`src/rtl/mult_share_pkg.sv`:
```
// Shared types and defaults for the multiplier-sharing controller.
// Optional watchdog build macro: MULT_SHARE_TIMEOUT_EN.
package mult_share_pkg;

   typedef enum logic [1:0] {
      ST_IDLE  = 2'd0,
      ST_ISSUE = 2'd1,
      ST_WAIT  = 2'd2,
      ST_RESP  = 2'd3
   } state_t;

   localparam int NBITS_DEF = 8;
   localparam int NREQ_DEF  = 4;

   function automatic int timeout_default(input int nbits);
      return 4 * nbits;
   endfunction

endpackage

```
`src/rtl/mult_share_ctrl_arb.sv`:
```
// Rotating-priority select: first set req at or after rr_ptr, wrapping modulo NREQ.
// Purely combinational; no backpressure of its own.
module rr_arbiter_core #(
   parameter int NREQ = 4,
   parameter int IDW  = $clog2(NREQ)
) (
   input  logic [NREQ-1:0] req,
   input  logic [IDW-1:0]  rr_ptr,
   output logic [IDW-1:0]  winner,
   output logic            any_req
);

   logic found;
   int   idx;

   always_comb begin
      winner  = '0;
      any_req = |req;
      found   = 1'b0;
      idx     = 0;
      for (int k = 0; k < NREQ; k++) begin
         idx = int'(rr_ptr) + k;
         if (idx >= NREQ) idx = idx - NREQ;
         if (!found && req[idx]) begin
            winner = IDW'(idx);
            found  = 1'b1;
         end
      end
   end

endmodule

```
`src/rtl/mult_share_ctrl.sv`:
```
// Round-robin sharing of one sequential multiplier; req-to-gnt 1 cycle, result 1 cycle after armed ready.
// Response held until rsp_ready; no new grant while busy. Optional watchdog: MULT_SHARE_TIMEOUT_EN.
module mult_share_ctrl
   import mult_share_pkg::*;
#(
   parameter int NBITS       = NBITS_DEF,
   parameter int NREQ        = NREQ_DEF,
   parameter int IDW         = $clog2(NREQ),
   parameter int TIMEOUT_CYC = timeout_default(NBITS)
) (
   input  logic                  clk,
   input  logic                  rst,
   input  logic [NREQ-1:0]       req,
   input  logic [NREQ*NBITS-1:0] op_a,
   input  logic [NREQ*NBITS-1:0] op_b,
   output logic [NREQ-1:0]       gnt,
   output logic                  mult_start,
   output logic [NBITS-1:0]      mult_a,
   output logic [NBITS-1:0]      mult_b,
   input  logic                  mult_ready,
   input  logic [2*NBITS-1:0]    mult_result,
   input  logic                  mult_sign,
   output logic                  rsp_valid,
   input  logic                  rsp_ready,
   output logic [IDW-1:0]        rsp_id,
   output logic [2*NBITS-1:0]    rsp_result,
   output logic                  rsp_sign,
   output logic                  busy
`ifdef MULT_SHARE_TIMEOUT_EN
   ,
   output logic                  rsp_err
`endif
);

   state_t         state;
   logic [IDW-1:0] rr_ptr;
   logic [IDW-1:0] winner;
   logic           any_req;
   logic           armed;

`ifdef MULT_SHARE_TIMEOUT_EN
   localparam int CW = $clog2(TIMEOUT_CYC + 1);
   logic [CW-1:0] wd_cnt;
`endif

   rr_arbiter_core #(.NREQ(NREQ), .IDW(IDW)) u_arb (
      .req     (req),
      .rr_ptr  (rr_ptr),
      .winner  (winner),
      .any_req (any_req)
   );

   assign busy = (state != ST_IDLE);

   always_ff @(posedge clk) begin
      if (rst) begin
         state      <= ST_IDLE;
         rr_ptr     <= '0;
         armed      <= 1'b0;
         gnt        <= '0;
         mult_start <= 1'b0;
         mult_a     <= '0;
         mult_b     <= '0;
         rsp_valid  <= 1'b0;
         rsp_id     <= '0;
         rsp_result <= '0;
         rsp_sign   <= 1'b0;
`ifdef MULT_SHARE_TIMEOUT_EN
         rsp_err    <= 1'b0;
         wd_cnt     <= '0;
`endif
      end else begin
         gnt        <= '0;
         mult_start <= 1'b0;
         case (state)
            ST_IDLE: begin
               if (any_req) begin
                  mult_a     <= op_a[int'(winner)*NBITS +: NBITS];
                  mult_b     <= op_b[int'(winner)*NBITS +: NBITS];
                  rsp_id     <= winner;
                  gnt        <= NREQ'(1) << winner;
                  mult_start <= 1'b1;
                  rr_ptr     <= (winner == IDW'(NREQ-1)) ? '0 : winner + 1'b1;
                  state      <= ST_ISSUE;
               end
            end
            ST_ISSUE: begin
               armed <= 1'b0;
`ifdef MULT_SHARE_TIMEOUT_EN
               wd_cnt <= '0;
`endif
               state <= ST_WAIT;
            end
            ST_WAIT: begin
               // ready only counts after it has been seen low for this operation
               if (armed && mult_ready) begin
                  rsp_result <= mult_result;
                  rsp_sign   <= mult_sign;
                  rsp_valid  <= 1'b1;
                  state      <= ST_RESP;
               end
`ifdef MULT_SHARE_TIMEOUT_EN
               else if (wd_cnt == CW'(TIMEOUT_CYC - 1)) begin
                  rsp_result <= '0;
                  rsp_sign   <= 1'b0;
                  rsp_err    <= 1'b1;
                  rsp_valid  <= 1'b1;
                  state      <= ST_RESP;
               end
`endif
               else begin
                  if (!mult_ready) armed <= 1'b1;
`ifdef MULT_SHARE_TIMEOUT_EN
                  wd_cnt <= wd_cnt + 1'b1;
`endif
               end
            end
            ST_RESP: begin
               if (rsp_ready) begin
                  rsp_valid <= 1'b0;
`ifdef MULT_SHARE_TIMEOUT_EN
                  rsp_err   <= 1'b0;
`endif
                  state     <= ST_IDLE;
               end
            end
            default: state <= ST_IDLE;
         endcase
      end
   end

endmodule

```
`config.mk`:
```
export PLATFORM = sky130hd
export DESIGN_NAME = mult_share_ctrl
export DESIGN_NICKNAME = d
export VERILOG_FILES = /design/src/rtl/mult_share_pkg.sv /design/src/rtl/mult_share_ctrl_arb.sv /design/src/rtl/mult_share_ctrl.sv
export SDC_FILE = /design/constraint.sdc
export NUM_CORES = 1
export LEC_CHECK = 0
export ABC_AREA = 1
export BUFFER_PORTS_ARGS = -buffer_cell sky130_fd_sc_hd__buf_2
export CAP_MARGIN = 20
export CORE_MARGIN = 10
export CORE_UTILIZATION = 35
export CTS_CLUSTER_DIAMETER = 120
export CTS_CLUSTER_SIZE = 24
export DETAILED_ROUTE_END_ITERATION = 16
export GPL_TIMING_DRIVEN = 0
export PLACE_DENSITY = 0.67
export SLEW_MARGIN = 10
export SYNTH_ARGS = -nofsm -noshare
export SYNTH_HDL_FRONTEND = slang
export SYNTH_HIERARCHICAL = 1
export SYNTH_SLANG_ARGS = --single-unit
```
`constraint.sdc`:
```
create_clock -name clk -period 1.85 [get_ports clk]
set_input_delay 0.185 -clock clk [delete_from_list [all_inputs] [get_ports clk]]
set_output_delay 0.185 -clock clk [all_outputs]
set_load 0.01 [all_outputs]
```
==> impl_metrics.json, run 1 <==
{
  "synth_top_area_share": 0.3188,
  "share_of_synthesized_area_spent_on_multiplexers": 0,
  "min_path_type": "input pin to flip-flop",
  "grt_max_degree": 16,
  "timing.slew.headroom": 0.6588,
  "synthDistinctLibCells": 26,
  "post-synth-top-area-cell": "dfxtp_1",
  "yosys_register_bits": 46,
  "layout.cells.most_common": "buf_2",
  "clk_path_buf_depth": 2,
  "power.switching_fraction": 0.4665,
  "crit-reg2reg-launch": "rr_ptr[0]$_SDFFE_PP0P_",
  "cts_bufs_inserted": 5,
  "synth_xor_xnor_area_share": 0,
  "design.core.area_sq_um": 8134,
  "drv_slew": 0,
  "ff_latch_area_sq_um": 925.9,
  "design_area_sq_um": 4011,
  "post_synth_adder_cell_area": 0.03032,
  "ant_nets": 0,
  "wire_per_inst_um": 12.72,
  "synth_sequential_area_ratio": 0.3188,
  "filler_cell_count": 826,
  "n_antenna_cell": 0,
  "portBuffers": 130,
  "die_area_sq_um": 12290,
  "layout_worst_path_cycle_share": 1.036,
  "rsz_0062_raised_after_global_routing": "yes",
  "area_delta_synth_final_pct": 38.85,
  "grt_busiest_layer": "met2",
  "yosys-top-cells-area": "dfxtp_1, nand2_1, inv_1",
  "vias_per_instance": 4.492,
  "multi_input_comb_area_sq_um": 1441,
  "post-route-drc-count": 0,
  "routed-via-count": 3257,
  "floorplan.rows": 33,
  "net_total_in_the_final_layout": 715,
  "gr-usage-met3": 0.02435,
  "dp_hpwl_mm": 7.233,
  "postSynthNetCount": 568,
  "clock-skew-final_ns": 0.004582,
  "grt_pass1_wl_mm": 15.36,
  "p_leak_nw": 2.387,
  "detail_route.wirelength_mm": 9.221,
  "launching_element_type_of_the_critical_path": "flip-flop",
  "path_clk_slew_ns": 0.09,
  "final.setup.tns_ns": -0.5630,
  "power_per_cell_area_nw_per_um2": 1639,
  "tightestPinTransition_ns": 0.5117,
  "die_y_um": 110.9,
  "hold_violations": 0,
  "internal-power_mw": 3.508,
  "timing.final.ws_setup_ns": -0.06614,
  "share_seq_of_total_power": 0.214,
  "top_level_ports": 131,
  "drt_pass1_iterations": 4,
  "via_count_of_the_first_global_routing_pass": 3272,
  "worstPathArrival_ns": 2.16,
  "initial_antenna_violation_count": 0,
  "worst-setup-path-type": "flip-flop to flip-flop",
  "fin_crit_ns": 1.916,
  "grt_util_all_layers": 0.1444,
  "routability_congestion_estimate": 0.8453,
  "placement.cell_area_sq_um": 3671,
  "met1_usage": 0.1601,
  "h-tree-depth": 2,
  "violations": "negative setup slack",
  "fmaxAchievable_mhz": 521.9,
  "cts_tree": "done",
  "most-common-layout-cells": "buf_2, inv_1, nand2_1",
  "synth_compound_gate_area_share": 0.07839,
  "clk-insertion-delay-late_ns": 0.30,
  "drive_gt1_frac": 0.3387,
  "clock-root-buffer": "clkbuf_8",
  "setup.worst_path.end_class": "flip-flop",
  "postCtsHoldBufs": 0,
  "initial_core_utilization": 0.3552,
  "cts_num_sinks": 46,
  "netlist_instances": 472,
  "reported_net_switching_power_mw": 3.067,
  "clockPowerShare": 0.095,
  "synth_area_per_cell_sq_um": 6.121,
  "drtIter0Drc": 180,
  "fp.dieW_um": 110.9,
  "synth_simple_gate_area_frac": 0.3573,
  "main_combinational_cell_family_by_area_after_synthesis": "simple AND/OR/NAND/NOR gates",
  "worst_ep_required_time_ns": 2.09,
  "grt_remaining_overflow": 0,
  "cap_viol_max_count": 0,
  "grtUsageMet2": 0.2728,
  "yosys_warning_count": 6,
  "critPathMaxFanout": 8,
  "result_of_the_run": "finished, violations left",
  "setup-violations-final": 19,
  "power.ir.vdd_worst_v": 0.0007706,
  "timing.hold.worst.start": "mult_result[6]",
  "syn_area_sq_um": 2889,
  "comb_pwr_share": 0.691,
  "worstSetupStartpoint": "rr_ptr[0]$_SDFFE_PP0P_"
}
-- Yosys cell counts, drive strengths merged --
cell type	n
a211oi	1
a21oi	19
a31oi	1
buf	20
clkbuf	1
dfxtp	46
ha	7
inv	114
nand2	129
nand3	59
nand3b	1
nand4	1
nor2	51
o211ai	1
o21ai	21
-- flip-flops by register name, summed over array words and instances, names as in the netlist, 2 cells and up --
| register | count |
|---|---|
| state | 2 |
| rsp_result | 16 |
| gnt | 4 |
| rsp_id | 2 |
| rr_ptr | 2 |
| mult_a | 8 |
| mult_b | 8 |
-- power by group through the flow --
stage	combinational (mW)	sequential, mW	clock (mW)
after floorplan	2.71	1.48	0
final	4.55	1.40	0.626
after CTS	4.25	1.40	0.649
after global routing	5.06	1.43	0.693
after detailed placement	3.78	1.41	0
after global placement	3.73	1.40	0
-- through the flow --
step / total power, mW / cells / util / setup slack, ns / hold WS, ns
global route: 7.183 / 725 / 0.4932 / -0.1800 / 0.1440
floorplan: 4.194 / 472 / - / 0.1240 / 0.3612
finish: 6.575 / 725 / 0.4932 / -0.06614 / 0.1446
global placement: 5.131 / 707 / 0.4513 / -0.07652 / 0.4289
detailed placement: 5.186 / 707 / 0.4513 / -0.1042 / 0.4319
CTS: 6.297 / 723 / 0.4784 / -0.02008 / 0.1326
-- kinds of logic after synthesis --
family	Yosys count
AOI/OAI and AO/OA	43
adders and majority gates	7
buffers and inverters	135
DFF	46
and+or+nand+nor	241
-- what timing repair did --
action	in CTS	in global routing
endpoints found under the setup margin	20	23
pin swaps	1	5
cloned	3	0
setup buffers	5	2
gates resized for setup	20	28
-- per-layer routing --
metal  vias to the layer above  wire, um
li1                       1698         -
met1                      1482      3764
met2                        71      4906
met3                         6       446
met4                         0       104
met5                         -         0
-- final cells by class --
cell class                 instances  area share
multi-input combinational        291      0.3593
sequential                        46      0.2308
timing repair buffer             140      0.1868
inverter                         114      0.1129
buffer                            21     0.05490
tap                              105     0.03275
clock buffer                       5     0.01716
clock inverter                     3    0.005303
-- critical path: stages, from the launching register on --
cell and delay, ns:
dfxtp_2 0.37, buf_6 0.14, inv_8 0.05, nand2_2 0.08, nand2_4 0.06, nand2_2 0.08, nand2_4 0.07, o21ai_2 0.11
nand3_1 0.09, nand2_2 0.10, buf_8 0.14, clkinv_8 0.08, buf_8 0.14, buf_4 0.13, buf_4 0.13, nor2_1 0.08
-- worst paths after layout --
kind                                                   end  slack (ns)  cells after the start
worst max-delay path                     gnt[3]$_SDFF_PP0_       -0.07                     15
worst min-delay path            rsp_result[6]$_SDFFE_PP0P_        0.14                      3
worst max register to register           gnt[3]$_SDFF_PP0_       -0.07                     15
worst min register to register  rsp_result[3]$_SDFFE_PP0P_        0.44                      2
No activity file was read; power rests on OpenSTA's default activity.
==> run 2: changes to the inputs <==
--- a/config.mk
+++ b/config.mk
@@ -8,13 +8,15 @@
 export ABC_AREA = 1
 export BUFFER_PORTS_ARGS = -buffer_cell sky130_fd_sc_hd__buf_2
 export CAP_MARGIN = 20
+export CELL_PAD_IN_SITES_DETAIL_PLACEMENT = 2
+export CELL_PAD_IN_SITES_GLOBAL_PLACEMENT = 2
 export CORE_MARGIN = 10
-export CORE_UTILIZATION = 35
+export CORE_UTILIZATION = 21
 export CTS_CLUSTER_DIAMETER = 120
 export CTS_CLUSTER_SIZE = 24
 export DETAILED_ROUTE_END_ITERATION = 16
 export GPL_TIMING_DRIVEN = 0
-export PLACE_DENSITY = 0.67
+export PLACE_DENSITY = 0.79
 export SLEW_MARGIN = 10
 export SYNTH_ARGS = -nofsm -noshare
 export SYNTH_HDL_FRONTEND = slang
==> run 2 against run 1 <==
  * The run still ends with negative setup slack left
  * Clock skew up 0.0026 ns
  * Sequential share of layout area down 3.3 points
  * Critical path depth up 1
  * Combinational power up 45%
  * Die area up 53%
  * First-iteration DRC count down 38%
  * Design area up 17%
  * Cell count up 11%
  * Via count up 9.0%
  * Global-route usage down 1.4 points
  * Sequential cell count unchanged
  * Critical path type unchanged
  * Largest cell class unchanged
==> impl_metrics.json, run 2 (synthesis results as in run 1) <==
{
  "result_of_the_run": "finished, violations left",
  "violations": "negative setup slack",
  "timing.final.ws_setup_ns": -0.2123,
  "top_level_ports": 131,
  "initial_antenna_violation_count": 0,
  "portBuffers": 130,
  "worstPathArrival_ns": 2.27,
  "dp_hpwl_mm": 10.12,
  "tightestPinTransition_ns": 0.5938,
  "grt_pass1_wl_mm": 19.85,
  "critPathMaxFanout": 7,
  "min_path_type": "input pin to flip-flop",
  "biggestRegsByFlops": "rsp_result (16), mult_a (8), mult_b (8)",
  "power_per_cell_area_nw_per_um2": 1903,
  "net_total_in_the_final_layout": 726,
  "worst_ep_required_time_ns": 2.06,
  "clk_path_buf_depth": 2,
  "rsz_0062_raised_after_global_routing": "yes",
  "drt_pass1_iterations": 4,
  "wire_per_inst_um": 17.76,
  "h-tree-depth": 2,
  "cts_num_sinks": 46,
  "setup-violations-final": 22,
  "final_util": 0.3511,
  "post-route-drc-count": 0,
  "worstSetupStartpoint": "rr_ptr[0]$_SDFFE_PP0P_",
  "launching_element_type_of_the_critical_path": "flip-flop",
  "p_leak_nw": 2.615,
  "floorplan.rows": 42,
  "layout_worst_path_cycle_share": 1.115,
  "cts_bufs_inserted": 5,
  "layoutNonFillerInstCount": 807,
  "drv_slew": 0,
  "grt_remaining_overflow": 0,
  "cts_tree": "done",
  "fmaxAchievable_mhz": 484.9,
  "clock-root-buffer": "clkbuf_16",
  "drtIter0Drc": 112,
  "fin_crit_ns": 2.062,
  "timing.slew.headroom": 0.6041,
  "routability_congestion_estimate": 0.7720,
  "detail_route.wirelength_mm": 14.34,
  "drive_gt1_frac": 0.4612,
  "die_y_um": 137.3,
  "setup.worst_path.end_class": "flip-flop",
  "grt_util_all_layers": 0.1305,
  "clk-insertion-delay-late_ns": 0.28,
  "power.ir.vdd_worst_v": 0.0006275,
  "via_count_of_the_first_global_routing_pass": 3923,
  "design.core.area_sq_um": 13350,
  "hold_violations": 0,
  "cap_viol_max_count": 0,
  "timing.hold.worst.start": "mult_result[4]",
  "n_antenna_cell": 0,
  "fp.dieW_um": 137.3,
  "clock-skew-final_ns": 0.007188,
  "ant_nets": 0,
  "worst-setup-path-type": "flip-flop to flip-flop",
  "initial_core_utilization": 0.2164,
  "layout.cells.most_common": "buf_2",
  "postCtsHoldBufs": 0,
  "routed-via-count": 3550,
  "place.detailed.instances": 778,
  "register_bank_with_the_most_flops": "rsp_result",
  "crit-reg2reg-launch": "rr_ptr[0]$_SDFFE_PP0P_",
  "grt_max_degree": 15,
  "placement.setup.worst_slack_ns": -0.2679,
  "largest_reg_flops": 16,
  "area_delta_synth_final_pct": 62.19,
  "path_clk_slew_ns": 0.07,
  "most-common-layout-cells": "buf_2, inv_1, nand2_1",
  "vias_per_instance": 4.399,
  "die_area_sq_um": 18850
}
-- run 2: layer usage --
metal,wire (um),track usage,up-vias
li1,-,-,1722
met1,5349,0.1399,1748
met2,8206,0.2626,68
met3,567,0.01966,12
met4,211,0.02108,0
met5,0,0,-
-- run 2: metrics by stage --
| step | instance area, sq um | total power, mW | hold slack (ns) | setup TNS, ns |
|---|---|---|---|---|
| floorplan | 2889 | 4.194 | 0.3612 | 0 |
| global placement | 3760 | 5.300 | 0.4300 | -2.267 |
| detailed placement | 3760 | 5.510 | 0.4370 | -4.285 |
| CTS | 4130 | 7.131 | 0.1642 | -2.037 |
| global route | 4686 | 9.612 | 0.1776 | -6.286 |
| finish | 4686 | 8.916 | 0.1657 | -3.357 |
-- run 2: power by group --
part,total (mW),internal [mW],leakage [nW],switching [mW]
registers,1.43,1.25,0.378,0.175
logic,6.61,2.90,2.17,3.71
clock network,0.877,0.501,0.0708,0.375
-- run 2: repair_timing --
action                                  in CTS  in global routing
hold endpoints to repair                     0                  0
buffers inserted                             9                  6
cloned                                       3                  4
gates resized for setup                     35                116
endpoints found under the setup margin      24                 24
pin swaps                                    4                 39
-- run 2: final cells by class --
cell class,instances,area (sq um)
multi-input cells,291,1764
well taps,176,220.2
repair inverters,1,11.26
flip-flops and latches,46,928.4
inverters,114,476.7
repair buffers,150,874.6
fillers,1618,8662
plain buffers,21,267.8
clock buffers,6,128.9
clock inverters,2,13.76
-- run 2: worst paths after layout --
path,to,slack (ns),depth (start not counted)
hold reg to reg,rsp_result[7]$_SDFFE_PP0P_,0.45,2
setup / recovery,rr_ptr[0]$_SDFFE_PP0P_,-0.21,16
hold / removal,rsp_result[4]$_SDFFE_PP0P_,0.17,3
setup reg to reg,rr_ptr[0]$_SDFFE_PP0P_,-0.21,16
-- run 2: critical path: stages, from the launching register on --
cell,delay [ns]
dfxtp_4,0.37
buf_8,0.13
clkinv_8,0.09
nand2_4,0.08
nand2_4,0.07
nand2_4,0.08
nand2_4,0.07
nor2_4,0.13
nand2_2,0.06
nand3_2,0.07
nand2_2,0.07
buf_4,0.14
buf_4,0.13
ha_4,0.14
nor2_1,0.14
nand2_1,0.10
a21oi_1,0.11
